`src/rtl/tx_drv_en_ctrl_mc.sv`:
```
`default_nettype none
// +---------------------------------------------------------------------------+
// | tx_drv_en_ctrl_mc : registered multi-channel TX pad driver-enable control |
// | Rev 1.0                                                                   |
// +---------------------------------------------------------------------------+
module tx_drv_en_ctrl_mc #(
  parameter int NCH      = 4,
  parameter int DEAD_CYC = 2,
  parameter int PG_FILT  = 4
) (
  input  logic           clk,
  input  logic           rst,
  input  logic           pwrgood,
  input  logic           pwrgoodtx,
  input  logic [NCH-1:0] wk_pu_en,
  input  logic [NCH-1:0] wk_pd_en,
  input  logic           compen_n,
  input  logic           compen_p,
  input  logic           tx_en,
  input  logic           sdr_mode_en,
  input  logic           tx_async_en,
  input  logic           gen1_en,
  input  logic [NCH-1:0] data,
  output logic [NCH-1:0] pu_en_gen1,
  output logic [NCH-1:0] pd_en_gen1,
  output logic [NCH-1:0] pu_en_gen2,
  output logic [NCH-1:0] pd_en_gen2,
  output logic [NCH-1:0] wkpu_en,
  output logic [NCH-1:0] wkpd_en,
  output logic [NCH-1:0] settled
);

  typedef enum logic [2:0] {
    M_OFF   = 3'd0,
    M_WKPU  = 3'd1,
    M_WKPD  = 3'd2,
    M_COMPN = 3'd3,
    M_COMPP = 3'd4,
    M_GEN1  = 3'd5,
    M_GEN2  = 3'd6
  } mode_t;

  typedef enum logic [1:0] {
    S_OFF    = 2'd0,
    S_DEAD   = 2'd1,
    S_ACTIVE = 2'd2
  } state_t;

  localparam int PGW       = (PG_FILT < 1) ? 1 : $clog2(PG_FILT + 1);
  localparam int DCW       = (DEAD_CYC < 3) ? 1 : $clog2(DEAD_CYC);
  localparam int DC_LOAD_I = (DEAD_CYC > 0) ? DEAD_CYC - 1 : 0;
  localparam logic [DCW-1:0] DC_LOAD = DC_LOAD_I[DCW-1:0];
  localparam logic [PGW-1:0] PG_FULL = PG_FILT[PGW-1:0];

  logic           pg;
  logic           pg_ok;
  logic [PGW-1:0] pg_cnt;
  mode_t          tx_req;
  logic           comp_sel;

  // Qualified power-good also requires the current sample, so a drop acts on the very next edge.
  assign pg    = pwrgood & pwrgoodtx;
  assign pg_ok = pg && (pg_cnt == PG_FULL);

  always_ff @(posedge clk or posedge rst) begin
    if (rst) begin
      pg_cnt <= '0;
    end else if (!pg) begin
      pg_cnt <= '0;
    end else if (pg_cnt != PG_FULL) begin
      pg_cnt <= pg_cnt + 1'b1;
    end
  end

  assign comp_sel = compen_n ^ compen_p;

  always_comb begin
    tx_req = M_GEN2;
    if (tx_async_en)               tx_req = M_GEN1;
    else if (!tx_en)               tx_req = M_OFF;
    else if (sdr_mode_en || gen1_en) tx_req = M_GEN1;
  end

  for (genvar i = 0; i < NCH; i++) begin : g_ch
    mode_t          req;
    mode_t          cur_q, cur_d;
    mode_t          tgt_q, tgt_d;
    state_t         st_q, st_d;
    logic [DCW-1:0] cnt_q, cnt_d;
    logic           pu1_d, pd1_d, pu2_d, pd2_d, wu_d, wd_d, set_d;
    logic           pu1_q, pd1_q, pu2_q, pd2_q, wu_q, wd_q, set_q;

    always_comb begin
      req = tx_req;
      if (!pg_ok)                       req = M_OFF;
      else if (wk_pu_en[i] ^ wk_pd_en[i]) req = wk_pu_en[i] ? M_WKPU : M_WKPD;
      else if (comp_sel)                req = compen_n ? M_COMPN : M_COMPP;
    end

    always_comb begin
      st_d  = st_q;
      cur_d = cur_q;
      tgt_d = tgt_q;
      cnt_d = cnt_q;
      if (req == M_OFF) begin
        st_d  = S_OFF;
        cur_d = M_OFF;
        tgt_d = M_OFF;
        cnt_d = '0;
      end else begin
        case (st_q)
          S_DEAD: begin
            // A new request restarts the full dead window.
            if (req != tgt_q) begin
              tgt_d = req;
              cnt_d = DC_LOAD;
            end else if (cnt_q == '0) begin
              st_d  = S_ACTIVE;
              cur_d = tgt_q;
            end else begin
              cnt_d = cnt_q - 1'b1;
            end
          end
          default: begin
            if (req != cur_q) begin
              if (DEAD_CYC > 0) begin
                st_d  = S_DEAD;
                tgt_d = req;
                cnt_d = DC_LOAD;
              end else begin
                st_d  = S_ACTIVE;
                cur_d = req;
              end
            end
          end
        endcase
      end

      pu1_d = 1'b0;
      pd1_d = 1'b0;
      pu2_d = 1'b0;
      pd2_d = 1'b0;
      wu_d  = 1'b0;
      wd_d  = 1'b0;
      if (st_d == S_ACTIVE) begin
        case (cur_d)
          M_WKPU:  wu_d = 1'b1;
          M_WKPD:  wd_d = 1'b1;
          M_COMPN: begin pu2_d = 1'b1; pd2_d = 1'b1; end
          M_COMPP: begin pu1_d = 1'b1; pd1_d = 1'b1; end
          M_GEN1:  begin pu1_d = data[i]; pd1_d = ~data[i]; end
          M_GEN2:  begin pu2_d = data[i]; pd2_d = ~data[i]; end
          default: ;
        endcase
      end
      set_d = (st_d == S_ACTIVE) || ((st_d == S_OFF) && (req == M_OFF));
    end

    always_ff @(posedge clk or posedge rst) begin
      if (rst) begin
        st_q  <= S_OFF;
        cur_q <= M_OFF;
        tgt_q <= M_OFF;
        cnt_q <= '0;
        pu1_q <= 1'b0;
        pd1_q <= 1'b0;
        pu2_q <= 1'b0;
        pd2_q <= 1'b1;
        wu_q  <= 1'b0;
        wd_q  <= 1'b0;
        set_q <= 1'b0;
      end else begin
        st_q  <= st_d;
        cur_q <= cur_d;
        tgt_q <= tgt_d;
        cnt_q <= cnt_d;
        pu1_q <= pu1_d;
        pd1_q <= pd1_d;
        pu2_q <= pu2_d;
        pd2_q <= pd2_d;
        wu_q  <= wu_d;
        wd_q  <= wd_d;
        set_q <= set_d;
      end
    end

    assign pu_en_gen1[i] = pu1_q;
    assign pd_en_gen1[i] = pd1_q;
    assign pu_en_gen2[i] = pu2_q;
    assign pd_en_gen2[i] = pd2_q;
    assign wkpu_en[i]    = wu_q;
    assign wkpd_en[i]    = wd_q;
    assign settled[i]    = set_q;

    a_one_group: assert property (@(posedge clk) disable iff (rst)
      $onehot0({pu1_q | pd1_q, pu2_q | pd2_q, wu_q | wd_q}));
    a_gen1_no_shoot: assert property (@(posedge clk) disable iff (rst)
      (st_q == S_ACTIVE && cur_q == M_GEN1) |-> !(pu1_q && pd1_q));
    a_gen2_no_shoot: assert property (@(posedge clk) disable iff (rst)
      (st_q == S_ACTIVE && cur_q == M_GEN2) |-> !(pu2_q && pd2_q));
  end

endmodule
`default_nettype wire

```
`config.mk`:
```
export PLATFORM = sky130hd
export DESIGN_NAME = tx_drv_en_ctrl_mc
export DESIGN_NICKNAME = d
export VERILOG_FILES = /design/src/rtl/tx_drv_en_ctrl_mc.sv
export SDC_FILE = /design/constraint.sdc
export NUM_CORES = 1
export LEC_CHECK = 0
export ABC_AREA = 1
export CORE_ASPECT_RATIO = 0.7
export CORE_MARGIN = 2
export CORE_UTILIZATION = 38
export CTS_BUF_LIST = sky130_fd_sc_hd__clkbuf_16
export DETAILED_ROUTE_END_ITERATION = 8
export DONT_BUFFER_PORTS = 1
export PLACE_DENSITY_LB_ADDON = 0.3
export SLEW_MARGIN = 20
export SYNTH_ARGS = -nofsm -noshare
export SYNTH_HDL_FRONTEND = slang
export SYNTH_SLANG_ARGS = --single-unit
```
`constraint.sdc`:
```
create_clock -name clk -period 4.5 [get_ports clk]
set_clock_uncertainty 0.15 [all_clocks]
set_input_delay 0.9 -clock clk [delete_from_list [all_inputs] [get_ports clk]]
set_output_delay 0.9 -clock clk [all_outputs]
set_load 0.005 [all_outputs]
```
Yosys cells after proc, flatten, opt, wreduce, memory -nomap -nowiden

Index checks and enable logic that the tools add are counted.

Input port bits: 22
Logic and storage cells: 272
Flip-flop bits (word level): 67
Output and inout port bits: 28

Reduce and logical (&&, ||, !) cells: 26
Multiplexer cells: 139
Eq/ne operators: 47
Bitwise gates (word level): 10
$add $sub $neg: 5

Operator list:

| cell                | count |
|---|---|
| $mux 3              | 46 |
| $mux 1              | 52 |
| $mux 2              | 25 |
| $eq 3x3->1 const B  | 13 |
| $pmux 1 s2          | 16 |
| $eq 3x2->1 const B  | 8 |
| $ne 3x3->1          | 8 |
| $ne 3x3->1 const B  | 5 |
| $eq 3x1->1 const B  | 4 |
| $logic_not 3->1     | 4 |
| $reduce_bool 3->1   | 4 |
| $eq 2x1->1 const B  | 4 |
| $eq 2x2->1 const B  | 4 |
| $logic_not 2->1     | 4 |
| $reduce_and 2->1    | 4 |
| $logic_and 1x1->1   | 5 |
| $logic_or 1x1->1    | 5 |
| $xor 1x1->1         | 5 |
| $not 1->1           | 4 |
| $sub 1x1->1 const B | 4 |
| $add 3x1->3 const B | 1 |
| $ne 2x1->1 const B  | 1 |
| $and 1x1->1         | 1 |

Logic depth before layout (Yosys ltp)

Gate-level depths: netlist of run 1.

Depth in word-level cells: 14
Depth in mapped cells: 19
Gate-level depth less buffers: 18

Worst setup path before layout of run 1

OpenSTA, ideal clock, no wires.

Path type: input to register
Start point: input pwrgood
End point: register g_ch[3].tgt_q[0]
Setup slack: 1909 ps
Data required time: 4210 ps
Arrival: 2301 ps
Stages on the path: 14
Path through: nand2_1 inv_1 nand2_2 buf_6 nor2_1 nand2_2 xor2_1 clkinv_1 nand2_1 nor2_1 o21ai_0 o21ai_0 nand2_1 o21ai_0

Word-level cells in the longest chain between the ends: 6

RTL lines:

| element                                                     | line | RTL |
|---|---|---|
| from (decl)                                                 | 13   | `input logic pwrgood,` |
| $and 1x1->1 (*)                                             | 62   | `assign pg = pwrgood & pwrgoodtx;` |
| $logic_and 1x1->1 (*)                                       | 63   | `assign pg_ok = pg && (pg_cnt == PG_FULL);` |
| $mux 3 (*)                                                  | 95   | `if (!pg_ok) req = M_OFF;` |
| $ne 3x3->1, or another cell as far along                    | 114  | `if (req != tgt_q) begin` |
| $ne 3x3->1 (no source line), or another cell as far along   | --   |  |
| $reduce_and 2->1 (no source line) or $mux 3 (tied branches) | --   |  |
| to (signal assigned)                                        | 175  | `tgt_q <= tgt_d;` |
| to (decl)                                                   | 87   | `mode_t tgt_q, tgt_d;` |

Every way passes the cells marked *; elsewhere a longest branch is shown, timed or not. The select of a mux whose other input is x is not followed.
A chain may end at the register's enable or synchronous reset.

Final worst setup path of run 1

Start point: register pg_cnt[0]
End point: register g_ch[3].tgt_q[2]

Word-level cells in the longest chain between the ends: 6

RTL lines:

| element                                                     | line | RTL |
|---|---|---|
| from (decl)                                                 | 57   | `logic [PGW-1:0] pg_cnt;` |
| from (signal assigned)                                      | 71   | `pg_cnt <= pg_cnt + 1'b1;` |
| $eq 3x3->1 (*)                                              | 63   |  |
| $logic_and 1x1->1 (*)                                       | 63   |  |
| $mux 3 (*)                                                  | 95   |  |
| $ne 3x3->1, or another cell as far along                    | 114  |  |
| $ne 3x3->1 (no source line), or another cell as far along   | --   |  |
| $reduce_and 2->1 (no source line) or $mux 3 (tied branches) | --   |  |

Marks and branches as above.

==> metrics.cfg, run 1 <==
[cts]
clock-sinks=67
clk_latency_ps=320
post_cts_resized=0
cts_buffers=9
ctsHoldBuffers=0
post_cts_buffers=0
cts_max_path_buffers=2
cts_tree=yes
htreeDepth=3
path_clk_slew_ps=50
cts-root-buf=clkbuf_16

[timing]
tightestPinTransition_ps=861.6
fmax_mhz=376.4
setup_tns_ps=0
setup_violations=0
fin_crit_sh=0.5904
finalWorstSetupSlack_ps=1843
rsz0062_at_grt=no
maxSlewViolCount=0
hold_viol=0
slew_headroom=0.4249
layout_min_cycle_time_ps=2657

[worst_setup_path]
cpPeakStageDelay_ps=370
crit_path_start_kind=flip-flop
path_class=flip-flop to flip-flop
cp_top_family=simple AND/OR/NAND/NOR gates
path_cells=inv_1 -> ha_1 -> nand2_2 -> inv_2 -> nand2_2 -> nor2_2 -> nand2_2 -> xor2_1 -> nor2_1 -> nand2_1 -> nor2_1 -> o21ai_0 -> o21ai_0 -> o21ai_0
cp_data_required_time_ps=4530
endpoint_kind=flip-flop
cp_data_arrival_time_ps=2690
cp.buffers_inverters=2
critPathSlowestCell=dfrtp_1
cp_max_fo=11

[layout]
area_delta_synth_final_pct=4.883
fin_util=0.4079
final_cells=621
drive_gt1_frac=0.1718
n_antenna_cell=0
fin_nets=509
final_area_um2=4193

[synthesis]
synth_seq_area_share=0.4207
synth_ff_type=dfrtp_1
synth-async-reset-ratio=1.000
syn_avg_cell_area_um2=7.947
syn_nets=527
ys_types=33
synth-edff-count=0
ys_ff_latch=67
syn_inst=503
yosys_warnings=0
netlist_area_um2=3998

[drt]
drt_iter0_drc=155
drc_errors=0
vias=2994
vias_per_cell=4.821
detail-route-antenna-nets=0
wl_per_cell_um=12.38
firstDrtPassIters=6
totalWireLength_mm=7.685

[place]
place_area_um2=3941
dpl_worst_slack_ps=1512
placed_cells=606
hpwl_mm=5.864
place_congestion=0.8632
port_buffers=0

[floorplanning]
die_w_um=126.6
core_um2=10280
io_pins=50
design.die.area_um2=11370
start_util=0.3889
placementRows=31
die-height_um=89.82

[flow_run]
drv_cap=0

[power_and_ir_drop]
p_per_area_nw_per_um2=296.2
p_leak_nw=1.985
peakVddDrop_v=0.0001995

[grt]
grt_pass1_wl_mm=13.70
antenna_found_initial=0
grt_max_degree=51
grt_pass1_vias=2960
grt_overflow=0
track_usage=0.1477

[status]
status=completed

[min_path]
worst_hold_path_type=flip-flop to flip-flop

==> final timing paths <==
| path | start | end | slack (ps) | depth (start not counted) |
|---|---|---|---|---|
| worst max-delay path | pg_cnt[0]$_DFFE_PP0N_ | g_ch[3].tgt_q[2]$_DFFE_PP0P_ | 1840 | 14 |
| min in group asynchronous | rst | g_ch[0].st_q[1]$_DFF_PP0_ | 460 | 1 |
| worst min-delay path | g_ch[2].tgt_q[1]$_DFFE_PP0P_ | g_ch[2].tgt_q[1]$_DFFE_PP0P_ | 370 | 2 |
| max in group asynchronous | rst | g_ch[2].pd1_q$_DFF_PP0_ | 2990 | 2 |
| worst max register to register | pg_cnt[0]$_DFFE_PP0N_ | g_ch[3].tgt_q[2]$_DFFE_PP0P_ | 1840 | 14 |
| worst min register to register | g_ch[2].tgt_q[1]$_DFFE_PP0P_ | g_ch[2].tgt_q[1]$_DFFE_PP0P_ | 370 | 2 |
==> metrics by stage <==
| stage | total power (W) | hold WS [ps] |
|---|---|---|
| after global routing | 0.001293 | 384.8 |
| after floorplan | 0.0006504 | 318.1 |
| after detailed placement | 0.0006609 | 351.6 |
| after global placement | 0.0006599 | 342.9 |
| final | 0.001242 | 366.5 |
| after CTS | 0.001264 | 364.1 |
==> state kept, by name (all words and copies together) (netlist names) <==
signal / count
g_ch.pd1_q: 4
g_ch.wu_q: 4
g_ch.pu2_q: 4
g_ch.cur_q: 12
g_ch.pd2_q: 4
pg_cnt: 3
g_ch.cnt_q: 4
g_ch.set_q: 4
g_ch.st_q: 8
g_ch.pu1_q: 4
g_ch.wd_q: 4
g_ch.tgt_q: 12
==> synth_stat cells (7+ instances only) <==
library cell | instances | area share
nor2_4 | 8 | 0.023
nand3_1 | 46 | 0.058
nand2_2 | 21 | 0.033
nand3_2 | 13 | 0.033
a21oi_1 | 7 | 0.0088
nor2_1 | 50 | 0.047
o21ai_0 | 27 | 0.034
buf_4 | 29 | 0.054
inv_1 | 73 | 0.069
xor2_1 | 8 | 0.018
nand2_1 | 92 | 0.086
dfrtp_1 | 63 | 0.39
nand4_1 | 17 | 0.027
==> worst min-delay path, cell delays in order (launching register included) <==
cell     delay, ps
dfrtp_1        360
nand2_1         60
o21ai_0         60
==> where the power goes <==
part | internal (W) | switching [W] | total (W)
Clock | 0.000359 | 0.000234 | 0.000593
Combinational | 0.00000994 | 0.0000339 | 0.0000438
Sequential | 0.000605 | 0.000000657 | 0.000605
Total | 0.000973 | 0.000269 | 0.00124
==> logic make-up after synthesis <==
kind of cell             share of synthesized area
adder cells (fa/ha/maj)                   0.006259
AND/OR/NAND/NOR                             0.3440
XOR/XNOR                                   0.02629
buffers and inverters                       0.1324
flip-flops                                  0.4207
AO/OA/AOI/OAI                              0.07042
==> per-layer routing <==
metal / vias up / track usage / wire length, um
met5: - / 0 / 0
met4: 0 / 0.03938 / 99
met3: 13 / 0.05000 / 389
met2: 50 / 0.2197 / 3248
li1: 1542 / - / -
met1: 1389 / 0.2060 / 3948
==> area by class of cell <==
| cell class | count | area, um2 |
|---|---|---|
| clock buffers | 9 | 225.2 |
| clock inverters | 6 | 25.02 |
| fillers | 990 | 6086 |
| inverters | 80 | 301.5 |
| multi-input cells | 326 | 1787 |
| flip-flops and latches | 67 | 1682 |
| well taps | 132 | 165.2 |
| repair buffers | 1 | 7.507 |
==> cell usage in the layout (no fill, tap or decap), types with 5 or more instances in the layout <==
cell | Yosys | final
nand2_1 | 92 | 92
inv_1 | 73 | 73
dfrtp_1 | 63 | 63
nor2_1 | 50 | 50
nand3_1 | 46 | 46
o21ai_0 | 27 | 27
nand2_2 | 21 | 21
nand4_1 | 17 | 17
nand3_2 | 13 | 13
clkbuf_16 | 0 | 9
nor2_4 | 8 | 8
xor2_1 | 8 | 8
a21oi_1 | 7 | 7
inv_2 | 6 | 6
nor2_2 | 5 | 5
Note: power is estimated with default switching activity, not from simulation.
==> inputs of run 2 (changes only) <==
==> constraint.sdc (replaced) <==
create_clock -name clk -period 2.4 [get_ports clk]
set_clock_uncertainty 0.15 [all_clocks]
set_input_delay 0.48 -clock clk [delete_from_list [all_inputs] [get_ports clk]]
set_output_delay 0.48 -clock clk [all_outputs]
set_load 0.005 [all_outputs]
==> metrics.cfg, run 2 (synthesis results as in run 1) <==
[cts]
htreeDepth=3  ; unchanged
cts_tree=yes
path_clk_slew_ps=60  ; about the same
cts_max_path_buffers=2  ; unchanged
clk_latency_ps=340  ; +20 ps
clock-sinks=67  ; unchanged
cts_buffers=9  ; unchanged
cts-root-buf=clkbuf_16

[layout]
fin_nets=555  ; +9.0%
seq_area_um2=1682  ; unchanged
area_delta_synth_final_pct=24.51
n_antenna_cell=0  ; unchanged
layout_common_cells=73 x nand2_1, 64 x inv_1, 63 x dfrtp_1, 42 x nor2_1, 38 x buf_4
fillCellCount=929  ; -6.2%
drive_gt1_frac=0.3582  ; +0.1864
top_regs=g_ch.cur_q (12), g_ch.tgt_q (12), g_ch.st_q (8)
final_cells=668  ; +7.6%
mostFrequentLayoutCell=nand2_1
multiInputGateArea_um2=2131  ; +19%

[power_and_ir_drop]
peakVddDrop_v=0.0003261  ; +63%
pwr-share-clk=0.513  ; +0.036
p_per_area_nw_per_um2=512.6  ; +73%
p_leak_nw=2.314  ; +17%
power.internal_w=0.001962  ; +100%
swShare=0.2308  ; +0.01458
p_seq_frac=0.445  ; -0.042
p_sw_w=0.0005888  ; +120%
power_frac_comb=0.043  ; +0.008

[place]
hpwl_mm=6.082  ; +3.7%
place_congestion=0.8220  ; -4.8%
placed_cells=630  ; +4.0%
port_buffers=0  ; unchanged

[worst_setup_path]
crit_path_start=pg_cnt[0]$_DFFE_PP0N_
ff2ff_path_depth=19  ; +5
r2r-start=pg_cnt[0]$_DFFE_PP0N_
endpoint_kind=flip-flop
crit_end=g_ch[1].pd2_q$_DFF_PP1_
cp_data_required_time_ps=2530  ; -2000 ps
worst-path-stages=19  ; +5
cp_top_family=simple AND/OR/NAND/NOR gates
cp.buffers_inverters=4  ; +2
path_cells=inv_2 -> ha_4 -> nand2_4 -> inv_2 -> nand2_4 -> buf_12 -> nor2_8 -> nand3_4 -> nand2_2 -> nand3_2 -> nor2_4 -> nand2_2 -> nand3_2 -> nand2_4 -> inv_2 -> nand2_2 -> nand2_1 -> nand3_2 -> nor2_2
rrSetupSlack_ps=-50  ; -1890 ps
reg2reg_to=g_ch[1].pd2_q$_DFF_PP1_
cpPeakStageDelay_ps=390  ; +20 ps
critPathSlowestCell=dfrtp_1
cp_max_fo=5  ; -6
crit_path_start_kind=flip-flop
path_class=flip-flop to flip-flop
cp_data_arrival_time_ps=2580  ; -110 ps

[drt]
drc_errors=0  ; unchanged
drt_iter0_drc=166  ; +7.1%
totalWireLength_mm=9.118  ; +19%
wl_met1_mm=4.317  ; +9.3%
wl_per_cell_um=13.65  ; +10%
route.met2.wl_mm=4.194  ; +29%
highest_layer=met4
vias=3274  ; +9.4%
vias_per_cell=4.901  ; +1.7%
detail-route-antenna-nets=0  ; unchanged
wl_met3_um=455  ; +17%
firstDrtPassIters=4  ; -2

[timing]
fin_crit_sh=1.021  ; +0.4302
finalWorstSetupSlack_ps=-49.52  ; -1893 ps
setup_violations=10  ; +10
hold_viol=0  ; unchanged
hold_ws_ps=133.9  ; -232.7 ps
maxSlewViolCount=0  ; unchanged
setup_tns_ps=-166.0  ; -166.0 ps
layout_min_cycle_time_ps=2450  ; -207.4 ps
fmax_mhz=408.2  ; +8.5%
rsz0062_at_grt=yes
slew_headroom=0.7508  ; +0.3258
tightestPinTransition_ps=373.8  ; -487.7 ps

[grt]
grt_overflow=0  ; unchanged
grt_max_degree=68  ; +33%
antenna_found_initial=0  ; unchanged
grt_pass1_wl_mm=15.05  ; +9.9%
grt_pass1_vias=3277  ; +11%
track_usage=0.1639  ; +0.01620

[floorplanning]
die-height_um=89.82  ; unchanged
start_util=0.3889  ; unchanged
placementRows=31  ; unchanged
core_um2=10280  ; unchanged
die_w_um=126.6  ; unchanged
design.die.area_um2=11370  ; unchanged
io_pins=50  ; unchanged

[flow_run]
drv_cap=0  ; unchanged

[status]
violations=negative setup slack
status=finished with violations

[min_path]
worst_hold_path_type=input port to flip-flop
min_from=data[0]

run 2: cell types whose count changed in the layout (fill, tap and decap cells not counted), moves of 10 or more:
cell and delta:
buf_4 +37, nand2_1 -19, o21ai_0 -11, nand2_2 +10
nand3_1 -10
run 2: timing repair:
action                     in CTS  in global routing
setup endpoints to repair      30                 43
hold endpoints to repair       63                  0
resized for setup              42                 61
hold buffers                    1                  0
pin swaps                      25                 30
setup buffers                  15                  7
run 2: per-layer routing:
layer  vias to the layer above  global-route usage
met1                      1578              0.2088
li1                       1629                   -
met4                         0             0.04579
met2                        53              0.2638
met3                        14             0.05833
met5                         -                   0
run 2: final cells by class:
class                   count  share of cell area
multi-input cells         326              0.4281
inverters                  80             0.06083
well taps                 132             0.03318
clock inverters             7             0.01383
clock buffers               9             0.04525
repair buffers             47             0.08095
flip-flops and latches     67              0.3379
run 2: worst min path at each step:
| stage | end | slack (ps) | depth (start not counted) |
|---|---|---|---|
| final | g_ch[0].pu2_q$_DFF_PP0_ | 130 | 2 |
| after global routing | g_ch[0].pu2_q$_DFF_PP0_ | 140 | 2 |
| after CTS | g_ch[0].pu1_q$_DFF_PP0_ | 140 | 2 |
| after detailed placement | g_ch[1].pu2_q$_DFF_PP0_ | 330 | 2 |
| after global placement | g_ch[1].pu2_q$_DFF_PP0_ | 320 | 2 |
| after floorplan | g_ch[2].tgt_q[2]$_DFFE_PP0P_ | 320 | 2 |
run 2: per-stage QoR:
stage	instance area [um2]	power (W)	setup slack (ps)	utilization
2_1_floorplan	3998	0.001219	93.46	-
3_3_place_gp	4146	0.001246	-106.2	0.4034
3_5_place_dp	4146	0.001248	-172.8	0.4034
4_1_cts	4716	0.002573	3.196	0.4588
5_1_grt	4977	0.002633	-207.9	0.4842
6_report	4977	0.002551	-49.52	0.4842
run 2: power groups by stage:
| stage | Clock, W | Combinational [W] | Sequential, W |
|---|---|---|---|
| floorplan | 0 | 0.0000660 | 0.00115 |
| global placement | 0 | 0.0000921 | 0.00115 |
| detailed placement | 0 | 0.0000944 | 0.00115 |
| CTS | 0.00133 | 0.000105 | 0.00113 |
| global route | 0.00138 | 0.000123 | 0.00113 |
| finish | 0.00131 | 0.000109 | 0.00113 |
run 2: worst reg2reg max path, stage by stage (launching register included):
cell	delay [ps]
dfrtp_1	390
inv_2	90
ha_4	140
nand2_4	60
inv_2	70
nand2_4	80
buf_12	150
nor2_8	110
nand3_4	90
nand2_2	70
nand3_2	80
nor2_4	200
nand2_2	130
nand3_2	110
nand2_4	80
inv_2	70
nand2_2	70
nand2_1	70
nand3_2	90
nor2_2	100
==> inputs of run 3 (changes only) <==
--- a/config.mk
+++ b/config.mk
@@ -10,8 +10,10 @@
 export CORE_MARGIN = 2
 export CORE_UTILIZATION = 38
 export CTS_BUF_LIST = sky130_fd_sc_hd__clkbuf_16
+export CTS_CLUSTER_SIZE = 28
 export DETAILED_ROUTE_END_ITERATION = 8
 export DONT_BUFFER_PORTS = 1
+export GPL_ROUTABILITY_DRIVEN = 0
 export PLACE_DENSITY_LB_ADDON = 0.3
 export SLEW_MARGIN = 20
 export SYNTH_ARGS = -nofsm -noshare
==> metrics.cfg, run 3 (synthesis results as in run 1) <==
[worst_setup_path]
critPathSlowestCell=dfrtp_1
path_class=flip-flop to flip-flop
cp_data_required_time_ps=2510  ; -20 ps
cp_common_cell=nand2_4
cp_data_arrival_time_ps=2580  ; about the same
path_cells=inv_2 -> ha_4 -> nand2_4 -> inv_4 -> nand2_8 -> buf_6 -> nor2_4 -> nand2_4 -> xor2_2 -> nor3b_2 -> nand2_1 -> o21ai_2 -> nand3_2 -> buf_4 -> a21oi_2
cpPeakStageDelay_ps=390  ; about the same
endpoint_kind=flip-flop
crit_path_start_kind=flip-flop
cp_max_fo=5  ; unchanged

[grt]
antenna_found_initial=0  ; unchanged
grt_pass1_wl_mm=14.17  ; -5.8%
grt_pass1_vias=3057  ; -6.7%
use_met2=0.2353  ; -0.02852
grt_use_met1=0.2036  ; -0.005235
busiest_layer=met2
grt_use_met3=0.05238  ; -0.005952
grt_max_degree=68  ; unchanged
track_usage=0.1525  ; -0.01138
grt_overflow=0  ; unchanged

[drt]
detail-route-antenna-nets=0  ; unchanged
drt_iter0_drc=180  ; +8.4%
drc_errors=0  ; unchanged
wl_per_cell_um=13.55  ; -0.72%
vias=3231  ; -1.3%
vias_per_cell=4.873  ; -0.57%
firstDrtPassIters=4  ; unchanged
totalWireLength_mm=8.985  ; -1.5%

[timing]
tightestPinTransition_ps=363.4  ; -10.42 ps
layout_min_cycle_time_ps=2464  ; +14.14 ps
fmax_mhz=405.9  ; -0.57%
rsz0062_at_grt=yes
finalWorstSetupSlack_ps=-63.65  ; -14.14 ps
setup_violations=10  ; unchanged
hold_ws_ps=131.4  ; -2.414 ps
hold_viol=0  ; unchanged
maxSlewViolCount=0  ; unchanged
fin_crit_sh=1.027  ; +0.005890
slew_headroom=0.7577  ; +0.006949

[status]
violations=negative setup slack
status=finished with violations

[floorplanning]
placementRows=31  ; unchanged
design.die.area_um2=11370  ; unchanged
core_um2=10280  ; unchanged
start_util=0.3889  ; unchanged
die-height_um=89.82  ; unchanged
die_w_um=126.6  ; unchanged
io_pins=50  ; unchanged

[cts]
htreeDepth=3  ; unchanged
clock-sinks=67  ; unchanged
clk_latency_ps=330  ; about the same
path_clk_slew_ps=60  ; about the same
cts-root-buf=clkbuf_16
cts_buffers=9  ; unchanged
cts_tree=yes
cts_max_path_buffers=2  ; unchanged

[flow_run]
drv_cap=0  ; unchanged

[layout]
top_regs=g_ch.cur_q (12), g_ch.tgt_q (12), g_ch.st_q (8)
fillCellCount=957  ; +3.0%
mostFrequentLayoutCell=nand2_1
fin_nets=550  ; -0.90%
final_cells=663  ; -0.75%
area_delta_synth_final_pct=22.97
final_area_um2=4916  ; -1.2%
layout_common_cells=75 x nand2_1, 64 x inv_1, 63 x dfrtp_1, 41 x nor2_1, 41 x nand3_1
drive_gt1_frac=0.3409  ; -0.01734
n_antenna_cell=0  ; unchanged

[min_path]
worst_hold_path_type=input port to flip-flop

[power_and_ir_drop]
p_per_area_nw_per_um2=557.1  ; +8.7%
peakVddDrop_v=0.0003738  ; +15%
p_leak_nw=2.263  ; -2.2%
power.total_w=0.002739  ; +7.4%

[place]
placed_cells=631  ; +0.16%
hpwl_mm=6.084  ; about the same
place_area_um2=4154  ; +0.18%
port_buffers=0  ; unchanged

[run 3: cell count changes in the layout (fill, tap and decap cells not counted), sizes merged]
cell	before	now
inv	79	80
buf	46	41
bufinv	1	3
clkinvlp	4	1
[run 3: critical path, delay by kind of cell (launching register included)]
kind,cells,cell delay [ps]
compound gates,2,280
xor+xnor,1,150
fa+ha+maj,1,150
buf+inv,4,470
flops,1,390
simple gates,7,790
[run 3: final timing paths]
path                                         startpoint                      endpoint  slack (ps)  cells after the start
hold / removal                                  data[0]       g_ch[0].pu1_q$_DFF_PP0_         130                      2
setup / recovery                  pg_cnt[1]$_DFFE_PP0N_       g_ch[0].pd2_q$_DFF_PP1_         -60                     15
setup reg to reg                  pg_cnt[1]$_DFFE_PP0N_       g_ch[0].pd2_q$_DFF_PP1_         -60                     15
hold reg to reg            g_ch[0].tgt_q[2]$_DFFE_PP0P_  g_ch[0].tgt_q[2]$_DFFE_PP0P_         370                      2
min in group asynchronous                           rst     g_ch[0].st_q[1]$_DFF_PP0_         530                      3
max in group asynchronous                           rst       g_ch[2].pd2_q$_DFF_PP1_        1240                      3
[run 3: metrics by stage]
stage / util / worst slack, ps / TNS (ps)
floorplan: - / 93.46 / 0
global placement: 0.4041 / -51.43 / -297.9
detailed placement: 0.4041 / -75.55 / -541.0
CTS: 0.4443 / -29.91 / -108.5
global route: 0.4783 / -226.0 / -4327
finish: 0.4783 / -63.65 / -262.3
[run 3: layout make-up]
class / count / area, um2 / share of cell area
Multi-Input combinational cell: 326 / 2063 / 0.4197
Sequential cell: 67 / 1682 / 0.3421
Timing Repair Buffer: 42 / 362.8 / 0.07381
Inverter: 80 / 302.8 / 0.06159
Clock buffer: 9 / 225.2 / 0.04581
Tap cell: 132 / 165.2 / 0.03360
Clock inverter: 7 / 115.1 / 0.02342
[run 3: routing by layer]
metal	up-vias	part of all wire	wire, um
li1	1616	-	-
met1	1546	0.48	4293
met2	59	0.46	4127
met3	10	0.055	494
met4	0	0.0078	70
met5	-	0	0
[run 3: where the power goes]
group	total [W]	leakage (nW)	internal [W]	switching (W)
Sequential	0.00113	0.900	0.00113	0.00000156
Combinational	0.000103	1.20	0.0000291	0.0000738
Clock	0.00150	0.163	0.00101	0.000490
[run 3: repair_timing]
item	in CTS	in global routing
hold buffers	1	0
gates resized for setup	15	63
gates cloned	0	0
endpoints found under the hold margin	63	0
pin swaps	4	35
setup buffers	3	13
endpoints found under the setup margin	20	45
